==> src/rtl/pb_audio_port.sv <==
// PicoBlaze I/O-mapped 16-bit audio sample FIFO with fill-level threshold interrupt.
// Define PB_AUDIO_OVFCNT_EN to add the saturating dropped-sample counter at offset 6.
module pb_audio_port #(
  parameter logic [7:0] BASE_ADDR = 8'h00,
  parameter int         ADDR_W    = 4
) (
  input  logic        clk,
  input  logic        reset,
  input  logic [7:0]  port_id,
  input  logic        read_strobe,
  output logic [7:0]  in_port,
  input  logic        write_strobe,
  input  logic [7:0]  out_port,
  output logic        interrupt,
  input  logic        interrupt_ack,
  input  logic        sample_valid,
  input  logic [15:0] sample_data,
  output logic        sample_ready
);

  localparam int DEPTH = 2**ADDR_W;
  localparam logic [ADDR_W:0]   CNT_ONE  = {{ADDR_W{1'b0}}, 1'b1};
  localparam logic [ADDR_W:0]   CNT_FULL = {1'b1, {ADDR_W{1'b0}}};
  localparam logic [ADDR_W-1:0] PTR_ONE  = {{(ADDR_W-1){1'b0}}, 1'b1};

  typedef enum logic [1:0] {ARMED, PENDING, WAIT_LOW} irq_state_t;

  logic [15:0]       mem [DEPTH];
  logic [ADDR_W-1:0] wr_ptr_reg, rd_ptr_reg;
  logic [ADDR_W:0]   count_reg, count_next;
  logic              full_reg;
  logic              overflow_reg;
  logic              irq_en_reg;
  logic [7:0]        thresh_reg;
  logic [7:0]        in_port_reg;
  irq_state_t        irq_state_reg;

  logic        decoded, empty, push, pop, drop;
  logic        wr_ctrl, wr_thresh, flush, clr_ovf, cond;
  logic [2:0]  offset;
  logic [7:0]  count8, rd_mux, ovf_cnt;
  logic [15:0] head;

  assign decoded   = (port_id[7:3] == BASE_ADDR[7:3]);
  assign offset    = port_id[2:0];
  assign empty     = (count_reg == '0);
  assign push      = sample_valid & ~full_reg;
  assign drop      = sample_valid & full_reg;
  assign pop       = read_strobe & decoded & (offset == 3'd3) & ~empty;
  assign wr_ctrl   = write_strobe & decoded & (offset == 3'd4);
  assign wr_thresh = write_strobe & decoded & (offset == 3'd5);
  assign flush     = wr_ctrl & out_port[1];
  assign clr_ovf   = wr_ctrl & out_port[2];
  assign head      = mem[rd_ptr_reg];

  always_comb begin
    count8 = '0;
    count8[ADDR_W:0] = count_reg;
  end

  assign cond = irq_en_reg & (thresh_reg != 8'h00) & (count8 >= thresh_reg);

  always_comb begin
    count_next = count_reg;
    if (flush)
      count_next = '0;
    else if (push && !pop)
      count_next = count_reg + CNT_ONE;
    else if (pop && !push)
      count_next = count_reg - CNT_ONE;
  end

  // Sample storage is not reset; the pointers alone define what is valid.
  always_ff @(posedge clk) begin
    if (push)
      mem[wr_ptr_reg] <= sample_data;
  end

  always_ff @(posedge clk) begin
    if (reset || flush) begin
      wr_ptr_reg <= '0;
      rd_ptr_reg <= '0;
      count_reg  <= '0;
      full_reg   <= 1'b0;
    end else begin
      if (push)
        wr_ptr_reg <= wr_ptr_reg + PTR_ONE;
      if (pop)
        rd_ptr_reg <= rd_ptr_reg + PTR_ONE;
      count_reg <= count_next;
      full_reg  <= (count_next == CNT_FULL);
    end
  end

  always_ff @(posedge clk) begin
    if (reset) begin
      overflow_reg <= 1'b0;
      irq_en_reg   <= 1'b0;
      thresh_reg   <= 8'h00;
    end else begin
      if (clr_ovf)
        overflow_reg <= 1'b0;
      else if (drop)
        overflow_reg <= 1'b1;
      if (wr_ctrl)
        irq_en_reg <= out_port[0];
      if (wr_thresh)
        thresh_reg <= out_port;
    end
  end

`ifdef PB_AUDIO_OVFCNT_EN
  logic [7:0] ovf_cnt_reg;

  always_ff @(posedge clk) begin
    if (reset || clr_ovf)
      ovf_cnt_reg <= 8'h00;
    else if (drop && ovf_cnt_reg != 8'hFF)
      ovf_cnt_reg <= ovf_cnt_reg + 8'h01;
  end

  assign ovf_cnt = ovf_cnt_reg;
`else
  assign ovf_cnt = 8'h00;
`endif

  // Ack takes priority over a still-true cond while PENDING.
  always_ff @(posedge clk) begin
    if (reset) begin
      irq_state_reg <= ARMED;
    end else if (flush || (wr_ctrl && !out_port[0])) begin
      irq_state_reg <= ARMED;
    end else begin
      case (irq_state_reg)
        ARMED:    if (cond)          irq_state_reg <= PENDING;
        PENDING:  if (interrupt_ack) irq_state_reg <= WAIT_LOW;
        WAIT_LOW: if (!cond)         irq_state_reg <= ARMED;
        default:                     irq_state_reg <= ARMED;
      endcase
    end
  end

  always_comb begin
    rd_mux = 8'h00;
    if (decoded) begin
      case (offset)
        3'd0: rd_mux = {3'b000, irq_en_reg, irq_state_reg == PENDING,
                        overflow_reg, full_reg, empty};
        3'd1: rd_mux = count8;
        3'd2: rd_mux = empty ? 8'h00 : head[7:0];
        3'd3: rd_mux = empty ? 8'h00 : head[15:8];
        3'd6: rd_mux = ovf_cnt;
        default: rd_mux = 8'h00;
      endcase
    end
  end

  always_ff @(posedge clk) begin
    if (reset)
      in_port_reg <= 8'h00;
    else
      in_port_reg <= rd_mux;
  end

  assign in_port      = in_port_reg;
  assign interrupt    = (irq_state_reg == PENDING);
  assign sample_ready = ~full_reg;

endmodule

==> config.mk <==
export PLATFORM = sky130hd
export DESIGN_NAME = pb_audio_port
export DESIGN_NICKNAME = d
export VERILOG_FILES = /design/src/rtl/pb_audio_port.sv
export SDC_FILE = /design/constraint.sdc
export NUM_CORES = 1
export LEC_CHECK = 0
export CORE_MARGIN = 2
export CORE_UTILIZATION = 46
export DETAILED_ROUTE_END_ITERATION = 6
export GPL_ROUTABILITY_DRIVEN = 1
export PLACE_DENSITY = 0.69
export REMOVE_ABC_BUFFERS = 1
export SLEW_MARGIN = 20
export SYNTH_ARGS = -nofsm -noshare
export SYNTH_HDL_FRONTEND = slang
export SYNTH_SLANG_ARGS = --single-unit
==> constraint.sdc <==
create_clock -name clk -period 7.8 [get_ports clk]
set_input_delay 1.56 -clock clk [delete_from_list [all_inputs] [get_ports clk]]
set_output_delay 1.56 -clock clk [all_outputs]
set_load 0.03 [all_outputs]
Word-level counts from Yosys, hierarchy flattened. Memory sizes are Yosys's and may differ from the RTL's. A register that Yosys moved wholly into a read port is not among the register bits. Index checks and enable logic that the tools add are counted.

Add/sub/neg operators: 4. Reduce and logical (&&, ||, !) cells: 17. Equality and inequality tests: 11. Muxes and demuxes: 14. Bitwise logic cells: 15. Order comparisons: 1.

Operators by type and width (number): case mux 8 bit (4 select lines) (1); 2-to-1 mux 8 bit (2); 2-to-1 mux 5 bit (3); bitwise AND 1 bit (12); logical NOT 5 bit (2); adder 4 x 1 -> 4 bit, second input constant (2); greater-or-equal comparator 5 x 8 -> 1 bit (1); 2-to-1 mux 4 bit (2); nonzero test 8 bit (1); equality test 3 x 2 -> 1 bit, second input constant (2); equality test 3 bit, second input constant (2); 2-to-1 mux 2 bit (3); case mux 2 bit (3 select lines) (1); OR reduction 2 bit (3); adder 5 x 1 -> 5 bit, second input constant (1); equality test 5 bit, second input constant (1); subtractor 5 x 1 -> 5 bit, second input constant (1); inequality test 2 bit, second input constant (2); equality test 3 x 1 -> 1 bit, second input constant (1); logical AND 1 bit (3); logical NOT 1 bit (3); logical NOT 3 bit (1); NOT 1 bit (3); AND reduction 3 bit (1); 6 further kinds (8).

Memory bits (writable): 256. Output and inout port bits: 10. Bits in registers: 34. Logic and storage cells: 72. Memories: 1.

Memory list: mem (words 16, width 16, read ports 1, clocked after Yosys merged registers in 1, write ports 1, RTL line 28) `logic [15:0] mem [DEPTH];`.

Longest topological paths before layout. Gate-level depths: netlist of the first run.

Depth in word-level cells: 9. Mapped depth: 9. Gate-level depth less buffers: 8.

Least setup slack after synthesis of the first run. No wires, ideal clock.

Path type: input port to flip-flop. From: input sample_valid. To: memory mem[3][0], enable pin. Arrival time: 3279 ps. Path buffers: 1. Data required time: 7391 ps. Slack: 4112 ps. Stages: 4. Path through: nor2b_1 clkbuf_1 nand2_1 nor3_1.

Cells in the longest elaborated chain, start to end: 3.

Ends and longest elaborated chain: from (decl) (RTL line 16) `input logic sample_valid,`; bitwise AND 1 bit (RTL line 47) `assign push = sample_valid & ~full_reg;`; 2-to-1 mux 1 bit (RTL line 75) `if (push)`; 2-to-1 mux 1 bit (not written as such) (RTL line 76) `mem[wr_ptr_reg] <= sample_data;`; to (decl) (RTL line 28).

Every way passes these cells.

Worst setup path after layout of the first run.
From: register irq_state_reg[0]. To: output interrupt.

Cells in the longest elaborated chain, start to end: 1.

Ends and longest elaborated chain: from (decl) (RTL line 36) `irq_state_t irq_state_reg;`; from (signal assigned) (RTL line 130) `irq_state_reg <= ARMED;`; from (signal assigned) (RTL line 132) `irq_state_reg <= ARMED;`; from (signal assigned) (RTL line 135) `ARMED: if (cond) irq_state_reg <= PENDING;`; equality test 2 x 1 -> 1 bit (RTL line 166) `assign interrupt = (irq_state_reg == PENDING);`; to (decl) (RTL line 14) `output logic interrupt,`.

Every way passes these cells.

==> summary.md, run 1 <==
| Metric | Value |
|---|---|
| Netlist cell types | 46 |
| Max-Cap Viols | 0 |
| Minimum clock period | 3.46 ns |
| CTS buffer count | 29 |
| Flop2flop setup slack | 4.80 ns |
| Pin count of the biggest net entering global routing | 64 |
| DR vias | 5985 |
| Max Clock Freq | 289 MHz |
| Post-synth top area share | 66.4% |
| Slew margin rel. | 25.5% |
| Most frequent cells in the layout | edfxtp_1, mux4_2, clkdlybuf4s50_1 |
| #FFs+latches synth | 294 |
| WHS Path Cells | 1 |
| Commonest non-fill, non-tap cell in the layout | edfxtp_1 |
| Fin. Hold Viols | 0 |
| Required @ worst endpoint | 6.24 ns |
| Post-DP HPWL | 15900 um |
| Antenna Cells | 0 |
| Gpl congestion | 0.845 |
| Cell count after synthesis | 614 |
| Crit path launch type | register |
| RR Endpoint | in_port[0] |
| Skew final | 0.0108 ns |
| Endpoints failing setup | 0 |
| # DRC | 0 |
| NumNets Final | 724 |
| Die width | 163 um |
| Sw Share | 20.0% |
| Post-DR wirelength/cell | 24.8 um |
| Post-synth top area cell | edfxtp_1 |
| GRT Overall Usage | 19.8% |
| CP Capture Type | output pin |
| Initial antenna violation count | 0 |
| Crit-path max FO | 3 |
| Final Instance Count excl. Fillers | 1026 |
| Final Slew Violations | 0 |
| First DRT Iteration DRCs | 666 |
| Clock sinks | 294 |
| Die area | 26400 sq um |
| Register share of total power | 52.5% |
| Area contributors post-synth | edfxtp_1, mux4_2, dfxtp_1 |
| Post-Syn Area | 11600 sq um |
| Pwr dens | 246 nW/um^2 |
| Initial Util | 46.4% |
| Core Util, Final | 53.9% |
| Drt total wl | 25500 um |
| Slew @ Worst Pin | 1.12 ns |
| TNS Setup | 0 ns |
| Critical path type | register to output pin |
| Post_cts resized | 0 |
| RSZ-0062 raised after global routing | false |
| Hold Buf Count CTS | 0 |
| Placeable Area | 25000 sq um |
| Die span in y | 163 um |
| WHS | 0.474 ns |
| Class of the worst hold path | register to register |
| Max H-tree Level | 1 |
| Clock network power share | 44.0% |
| Largest register FFs | 256 |
| Root Driver | clkbuf_16 |
| WP data arrival | 1.90 ns |
| DR vias/cell | 5.83 |
| IO Pins | 48 |
| Reg2reg path depth | 5 |
| # rows | 58 |
| Pre-antenna DRT Iters | 5 |
| Synth-to-Final Area Change | 16.4% |
| Sequential cell area fraction in the yosys report | 73.0% |
| Yosys Warn Count | 0 |
| Logic pwr share | 3.5% |
| First-pass GRT wire length | 39000 um |
| Post-CTS Setup Inserts | 0 |
| Crit path from | irq_state_reg[0] |
| Detail Route Antenna Nets | 0 |
| Placed insts | 972 |
| IO buf count | 47 |
| Worst Hold Launch | irq_state_reg[1] |
| Worst-path clk slew | 0.06 ns |
| Pleak | 4.25 nW |
| TritonCTS clock tree | built |
| Gr ovfl total | 0 |
| Hold path endpoint | irq_state_reg[0] |
| Peak VDD IR | 0.000201 V |
| Pint | 0.00265 W |
| Max Root-Sink Buffers | 3 |
| Status | complete, no violations |
| Clock Latency Late Sink | 0.56 ns |
| Avg Synthesized Cell Area | 18.8 sq um |
| Tcrit/Tclk final | 44.3% |
| Vias in the first global route | 6290 |
| Fraction of layout cells with a size suffix above 1 | 21.3% |
| NetSw | 0.000661 W |
## power groups by stage
stage / Combinational (W) / Clock, W / Sequential [W]
2_1_floorplan: 0.0000509 / 0 / 0.00177
3_3_place_gp: 0.000111 / 0 / 0.00177
3_5_place_dp: 0.000115 / 0 / 0.00177
4_1_cts: 0.000116 / 0.00147 / 0.00174
5_1_grt: 0.000126 / 0.00153 / 0.00174
6_report: 0.000116 / 0.00146 / 0.00174
## through the flow
stage               total power, W  setup WS [ns]  area (sq um)
floorplan                  0.00182           3.62         11400
global placement           0.00188           3.82         12400
detailed placement         0.00189           3.81         12400
CTS                        0.00333           4.33         13500
global route               0.00339           4.25         13500
finish                     0.00331           4.34         13500
## worst max-delay path: stages (launching register included)
cell	delay, ns
dfxtp_1	0.33
nor2b_1	0.28
clkdlybuf4s50_1	0.73
## worst max-delay path by stage
stage            endpoint  slack, ns  depth (start not counted)
5_1_grt         interrupt       4.25                          2
4_1_cts         interrupt       4.33                          2
3_3_place_gp   mem[15][4]       3.82                          5
2_1_floorplan  in_port[0]       3.62                          4
6_report        interrupt       4.34                          2
3_5_place_dp   mem[3][12]       3.81                          6
## synthesized netlist by cell type, drive strengths merged
cell type and number:
clkbuf 15, o211a 1, a22oi 9, nand4 4, edfxtp 256, and4 1, and4b 1, nor2b 5
nand2 23, a211oi 7, buf 11, and2 4, clkinv 2, xnor2 4, a31oi 3, nand4bb 1
ha 13, inv 10, mux4 68, nor2 40, nor3b 2, a221oi 4, dfxtp 38, a22o 7
a21o 1, nor4 3, or3b 1, nor3 18, a32oi 1, xor2 6, and3 5, o21ai 3
or4b 2, nand3 2, mux2i 18, a21oi 13, o22ai 4, nand3b 1, nand2b 7
## final cells by class
class	instances	area, sq um
Sequential cell	294	8450
Inverter	12	45.0
Fill cell	1938	11500
Multi-Input combinational cell	282	3020
Tap cell	330	413
Timing Repair Buffer	54	523
Clock inverter	11	148
Clock buffer	43	870
## kinds of logic (layout without fill, tap and decap cells)
family / count (synthesis) / count (layout) / share of synthesized area [%]
compound gates: 53 / 53 / 3.24
xor+xnor: 10 / 10 / 0.757
mux: 86 / 86 / 14.8
fa+ha+maj: 13 / 13 / 1.41
buf+inv: 38 / 120 / 1.54
flops: 294 / 294 / 73.0
simple gates: 120 / 120 / 5.26
## routing by layer
metal | wire length (um) | GRT usage (%) | vias to the layer above
met5 | 0 | 0 | -
met3 | 1700 | 3.82 | 42
met4 | 775 | 6.36 | 0
met2 | 12700 | 32.8 | 256
li1 | - | - | 2596
met1 | 10300 | 26.9 | 3091
No activity file was read; power rests on OpenSTA's default activity.
==> inputs of run 2 (changes only) <==
clock period = 3.5 ns   (was 7.8 ns; I/O delays follow)
==> run 2 against run 1 <==
  * Combinational power grew 110%
  * Non-clock buffer count grew 19
  * Global-route usage shrank 0.93 points
  * Wire length shrank 4.0%
  * Sequential power grew 120%
==> summary.md, run 2 (same netlist as run 1, synthesis figures left out) <==
| Metric | Value |
|---|---|
| Fraction of layout cells with a size suffix above 1 | 22.9% (+1.7 points) |
| WP data arrival | 1.94 ns (+0.04 ns) |
| Die span in y | 163 um (unchanged) |
| Antenna Cells | 0 (unchanged) |
| Flop2flop setup slack | 1.05 ns (-3.75 ns) |
| Hold Buf Count CTS | 0 (unchanged) |
| Pwr dens | 521 nW/um^2 (+110%) |
| Endpoints failing setup | 0 (unchanged) |
| Detail Route Antenna Nets | 0 (unchanged) |
| RR Endpoint | in_port[3] |
| RSZ-0062 raised after global routing | false |
| Placed insts | 991 (+2.0%) |
| Cell area after layout | 13500 sq um (+0.26%) |
| # DRC | 0 (unchanged) |
| GRT Overall Usage | 18.9% (-0.93 points) |
| IO buf count | 47 (unchanged) |
| Most frequent cells in the layout | edfxtp_1, mux4_2, clkdlybuf4s50_1 |
| CP Capture Type | output pin |
| Crit-path max FO | 3 (unchanged) |
| CTS buffer count | 29 (unchanged) |
| Skew final | 0.0173 ns (+0.00650 ns) |
| Drt total wl | 24500 um (-4.0%) |
| Vias in the first global route | 6177 (-1.8%) |
| Slew @ Worst Pin | 0.760 ns (-0.356 ns) |
| Class of the worst hold path | register to register |
| Final Instance Count excl. Fillers | 1045 (+1.9%) |
| Crit path from | irq_state_reg[0] |
| Gpl congestion | 0.851 (+0.73%) |
| Worst-path clk slew | 0.06 ns (about the same) |
| Slowest stage delay, CP | 0.74 ns (about the same) |
| Synth-to-Final Area Change | 16.7% |
| Critical path type | register to output pin |
| NumNets Final | 743 (+2.6%) |
| Crit path launch type | register |
| Clock Latency Late Sink | 0.54 ns (-0.02 ns) |
| Placeable Area | 25000 sq um (unchanged) |
| Initial Util | 46.4% (unchanged) |
| Max H-tree Level | 1 (unchanged) |
| Root Driver | clkbuf_16 |
| Post-DR wirelength/cell | 23.4 um (-5.7%) |
| CP Capture Point | interrupt |
| Pint | 0.00562 W (+110%) |
| Post-CTS Setup Inserts | 0 (unchanged) |
| Tcrit/Tclk final | 75.3% |
| TritonCTS clock tree | built |
| Peak VDD IR | 0.000373 V (+86%) |
| First-pass GRT wire length | 37300 um (-4.3%) |
| Largest register FFs | 256 (unchanged) |
| DR vias | 6049 (+1.1%) |
| Slew margin rel. | 49.4% (+24 points) |
| NetSw | 0.00141 W (+110%) |
| Minimum clock period | 2.64 ns |
| Final Slew Violations | 0 (unchanged) |
| Pin count of the biggest net entering global routing | 39 (-39%) |
| Clock sinks | 294 (unchanged) |
| Fin. Hold Viols | 0 (unchanged) |
| Die width | 163 um (unchanged) |
| Layout fillers | 1951 (+0.67%) |
| Post-DP HPWL | 15200 um (-4.5%) |
| # rows | 58 (unchanged) |
| First DRT Iteration DRCs | 625 (-6.2%) |
| Sw Share | 20.1% (+0.097 points) |
| Logic pwr share | 3.5% (about the same) |
| Post_cts resized | 0 (unchanged) |
| Required @ worst endpoint | 2.80 ns (-3.44 ns) |
| Gr ovfl total | 0 (unchanged) |
| Max-Cap Viols | 0 (unchanged) |
| Pre-antenna DRT Iters | 5 (unchanged) |
| Max Clock Freq | 379 MHz |
| Pleak | 4.30 nW (+1.0%) |
| Post-DP Area | 12600 sq um (+1.2%) |
| DR vias/cell | 5.79 (-0.77%) |
| CP cell instances | nor2b_1 -> clkdlybuf4s50_1 |
| WHS Path Cells | 1 (unchanged) |
| Total Power | 0.00703 W (+110%) |
| Die area | 26400 sq um (unchanged) |
| Commonest non-fill, non-tap cell in the layout | edfxtp_1 |
| WHS | 0.464 ns (-0.00947 ns) |
| Reg2reg path depth | 6 (+1) |
| Max Root-Sink Buffers | 3 (unchanged) |
| Initial antenna violation count | 0 (unchanged) |
| Status | complete, no violations |
| Highest-delay cell along the critical path | clkdlybuf4s50_1 |
| Clock network power share | 41.4% (-2.6 points) |
| IO Pins | 48 (unchanged) |
| Register share of total power | 55.0% (+2.5 points) |
[run 2: cell type report]
cell class                 count  area [sq um]  area share [%]
clock buffer                  33           741            5.49
clock inverter                21           164            1.21
inverter                      12          45.0           0.334
multi-input combinational    282          3000            22.2
sequential                   294          8450            62.6
tap                          330           413            3.06
timing repair buffer          73           691            5.12
[run 2: how the worst min path moves through the flow]
stage,startpoint,endpoint,slack (ns)
global placement,irq_state_reg[1],irq_state_reg[0],0.44
floorplan,irq_state_reg[1],irq_state_reg[0],0.42
finish,irq_state_reg[1],irq_state_reg[0],0.46
CTS,irq_state_reg[1],irq_state_reg[0],0.46
detailed placement,irq_state_reg[1],irq_state_reg[0],0.45
global route,irq_state_reg[1],irq_state_reg[0],0.48
[run 2: power groups by stage]
stage | Sequential, W | Clock, W | Combinational (W)
6_report | 0.00387 | 0.00292 | 0.000248
5_1_grt | 0.00387 | 0.00312 | 0.000274
4_1_cts | 0.00387 | 0.00297 | 0.000249
3_5_place_dp | 0.00395 | 0 | 0.000248
3_3_place_gp | 0.00394 | 0 | 0.000237
2_1_floorplan | 0.00394 | 0 | 0.000113
[run 2: critical path: cells and delay by family (launching register included)]
family | cells | cell delay [ns]
flip-flops | 1 | 0.35
AND/OR/NAND/NOR | 1 | 0.32
buffers and inverters | 1 | 0.74
[run 2: layer usage]
layer,global-route usage [%],vias up,wire (um)
li1,-,2635,-
met1,27.5,3134,10500
met2,30.0,238,11600
met3,3.34,42,1830
met4,4.99,0,542
met5,0,-,0
[run 2: through the flow]
stage                     setup WS [ns]  util, %  TNS (ns)
after detailed placement          0.529     50.5         0
after floorplan                  -0.682        -     -5.20
final                             0.865     54.1         0
after global placement            0.632     50.5         0
after global routing              0.838     54.1         0
after CTS                         0.825     54.1         0
==> inputs of run 3 (changes only) <==
clock period = 2.43 ns   (was 3.5 ns; I/O delays follow)
==> run 3 against run 2 <==
  * First-iteration DRC count increased by 5.1%
  * Sequential share of layout area decreased by 1.8 points
  * Die area unchanged
  * Clock skew increased by 0.0052 ns
  * Count of clock-buffer cells in the layout increased by 3
  * Sequential cell count unchanged
  * Largest power group unchanged
==> summary.md, run 3 (same netlist as run 1, synthesis figures left out) <==
| Metric | Value |
|---|---|
| Final Slew Violations | 0 (unchanged) |
| First-pass GRT wire length | 37600 um (+0.72%) |
| IO buf count | 47 (unchanged) |
| Pin count of the biggest net entering global routing | 42 (+7.7%) |
| Final worst slack | 0.258 ns (-0.607 ns) |
| IO Pins | 48 (unchanged) |
| TNS Setup | 0 ns (unchanged) |
| First DRT Iteration DRCs | 657 (+5.1%) |
| WP data arrival | 2.65 ns (+0.71 ns) |
| Most frequent cells in the layout | edfxtp_1, mux4_2, buf_4 |
| Max-Cap Viols | 0 (unchanged) |
| Slew @ Worst Pin | 0.551 ns (-0.209 ns) |
| Placeable Area | 25000 sq um (unchanged) |
| Initial antenna violation count | 0 (unchanged) |
| Hold Buf Count CTS | 0 (unchanged) |
| Clock network power share | 42.9% (+1.5 points) |
| Max Root-Sink Buffers | 3 (unchanged) |
| Buf/Inv on CP | 2 (+1) |
| # DRC | 0 (unchanged) |
| Drt total wl | 24800 um (+1.2%) |
| Critical path type | register to register |
| Skew final | 0.0225 ns (+0.00516 ns) |
| Pint | 0.00832 W (+48%) |
| Pleak | 4.52 nW (+5.2%) |
| Sw Share | 20.4% (+0.28 points) |
| Gr ovfl total | 0 (unchanged) |
| Peak VDD IR | 0.000662 V (+78%) |
| Slowest stage delay, CP | 0.48 ns (-0.26 ns) |
| Post-DR wirelength/cell | 23.0 um (-1.8%) |
| Worst-path clk slew | 0.06 ns (about the same) |
| Required @ worst endpoint | 2.90 ns (+0.10 ns) |
| Max Clock Freq | 460 MHz |
| Die span in y | 163 um (unchanged) |
| Initial Util | 46.4% (unchanged) |
| Crit path depth | 9 (+7) |
| Fraction of layout cells with a size suffix above 1 | 26.0% (+3.0 points) |
| Clock Latency Late Sink | 0.57 ns (+0.03 ns) |
| Pwr dens | 752 nW/um^2 (+44%) |
| Detail Route Antenna Nets | 0 (unchanged) |
| CP Capture Type | register |
| Crit-path max FO | 7 (+4) |
| Gpl congestion | 0.875 (+2.8%) |
| Commonest non-fill, non-tap cell in the layout | edfxtp_1 |
| CP delay by family, top | simple AND/OR/NAND/NOR gates |
| DR vias/cell | 5.68 (-1.8%) |
| GRT Overall Usage | 19.1% (+0.15 points) |
| Root Driver | clkbuf_16 |
| Endpoints failing setup | 0 (unchanged) |
| Die width | 163 um (unchanged) |
| Die area | 26400 sq um (unchanged) |
| Place WS | -0.00647 ns (-0.535 ns) |
| Post-DP HPWL | 15800 um (+4.0%) |
| Minimum clock period | 2.17 ns |
| Class of the worst hold path | register to register |
| TritonCTS clock tree | built |
| Logic pwr share | 3.8% (+0.3 points) |
| Pre-antenna DRT Iters | 5 (unchanged) |
| Highest-delay cell along the critical path | or4b_4 |
| Crit path launch type | register |
| NumNets Final | 774 (+4.2%) |
| # rows | 58 (unchanged) |
| RSZ-0062 raised after global routing | false |
| Largest register FFs | 256 (unchanged) |
| Vias in the first global route | 6356 (+2.9%) |
| Register share of total power | 53.3% (-1.7 points) |
| CTS buffer count | 30 (+3.4%) |
| Max H-tree Level | 1 (unchanged) |
| Reg2reg path depth | 9 (+3) |
| Tcrit/Tclk final | 89.4% |
| Synth-to-Final Area Change | 20.1% |
| Core Util, Final | 55.7% (+1.6 points) |
| CP cell instances | inv_1 -> ha_1 -> or4b_4 -> and4_4 -> buf_4 -> nor3_1 -> a21oi_2 -> xnor2_1 -> a211oi_2 |
| Slew margin rel. | 63.2% (+14 points) |
| Clock sinks | 294 (unchanged) |
| DR vias | 6119 (+1.2%) |
| Status | complete, no violations |
| Fin. Hold Viols | 0 (unchanged) |
| NetSw | 0.00213 W (+51%) |
| WHS Path Cells | 1 (unchanged) |
| Antenna Cells | 0 (unchanged) |
| Post_cts resized | 0 (unchanged) |
| Post-CTS Setup Inserts | 0 (unchanged) |
-- run 3: final timing paths --
| path | slack [ns] | start | endpoint |
|---|---|---|---|
| worst max-delay path | 0.26 | count_reg[0] | full_reg |
| worst min-delay path | 0.45 | irq_state_reg[1] | irq_state_reg[0] |
| worst max register to register | 0.26 | count_reg[0] | full_reg |
| worst min register to register | 0.45 | irq_state_reg[1] | irq_state_reg[0] |
-- run 3: worst reg2reg max path: stages (launching register included) --
cell      delay (ns)
dfxtp_1         0.34
inv_1           0.09
ha_1            0.15
or4b_4          0.48
and4_4          0.22
buf_4           0.16
nor3_1          0.22
a21oi_2         0.06
xnor2_1         0.15
a211oi_2        0.22
-- run 3: area by class of cell --
type / instances / area [sq um]
tap: 330 / 413
clock buffer: 36 / 773
fill: 1896 / 11100
multi-input combinational: 282 / 3000
sequential: 294 / 8450
inverter: 12 / 45.0
timing repair buffer: 103 / 1010
clock inverter: 20 / 209
-- run 3: metal layers --
| metal | part of all wire, % | up-vias | GRT usage (%) |
|---|---|---|---|
| li1 | - | 2700 | - |
| met1 | 42 | 3138 | 26.4 |
| met2 | 48 | 223 | 30.9 |
| met3 | 6.9 | 58 | 3.79 |
| met4 | 3.1 | 0 | 5.79 |
| met5 | 0 | - | 0 |
-- run 3: power by group through the flow --
stage,Combinational (W),Clock [W],Sequential (W)
2_1_floorplan,0.000163,0,0.00568
3_3_place_gp,0.000378,0,0.00567
3_5_place_dp,0.000398,0,0.00567
4_1_cts,0.000401,0.00456,0.00557
5_1_grt,0.000437,0.00476,0.00557
6_report,0.000401,0.00448,0.00557
-- run 3: stage by stage --
stage	area [sq um]	hold WS (ns)	power (W)	std cells
after global routing	13900	0.479	0.0108	1077
after detailed placement	12900	0.448	0.00607	1021
after global placement	12900	0.436	0.00605	1021
after floorplan	11400	0.424	0.00584	588
after CTS	13900	0.455	0.0105	1077
final	13900	0.454	0.0104	1077
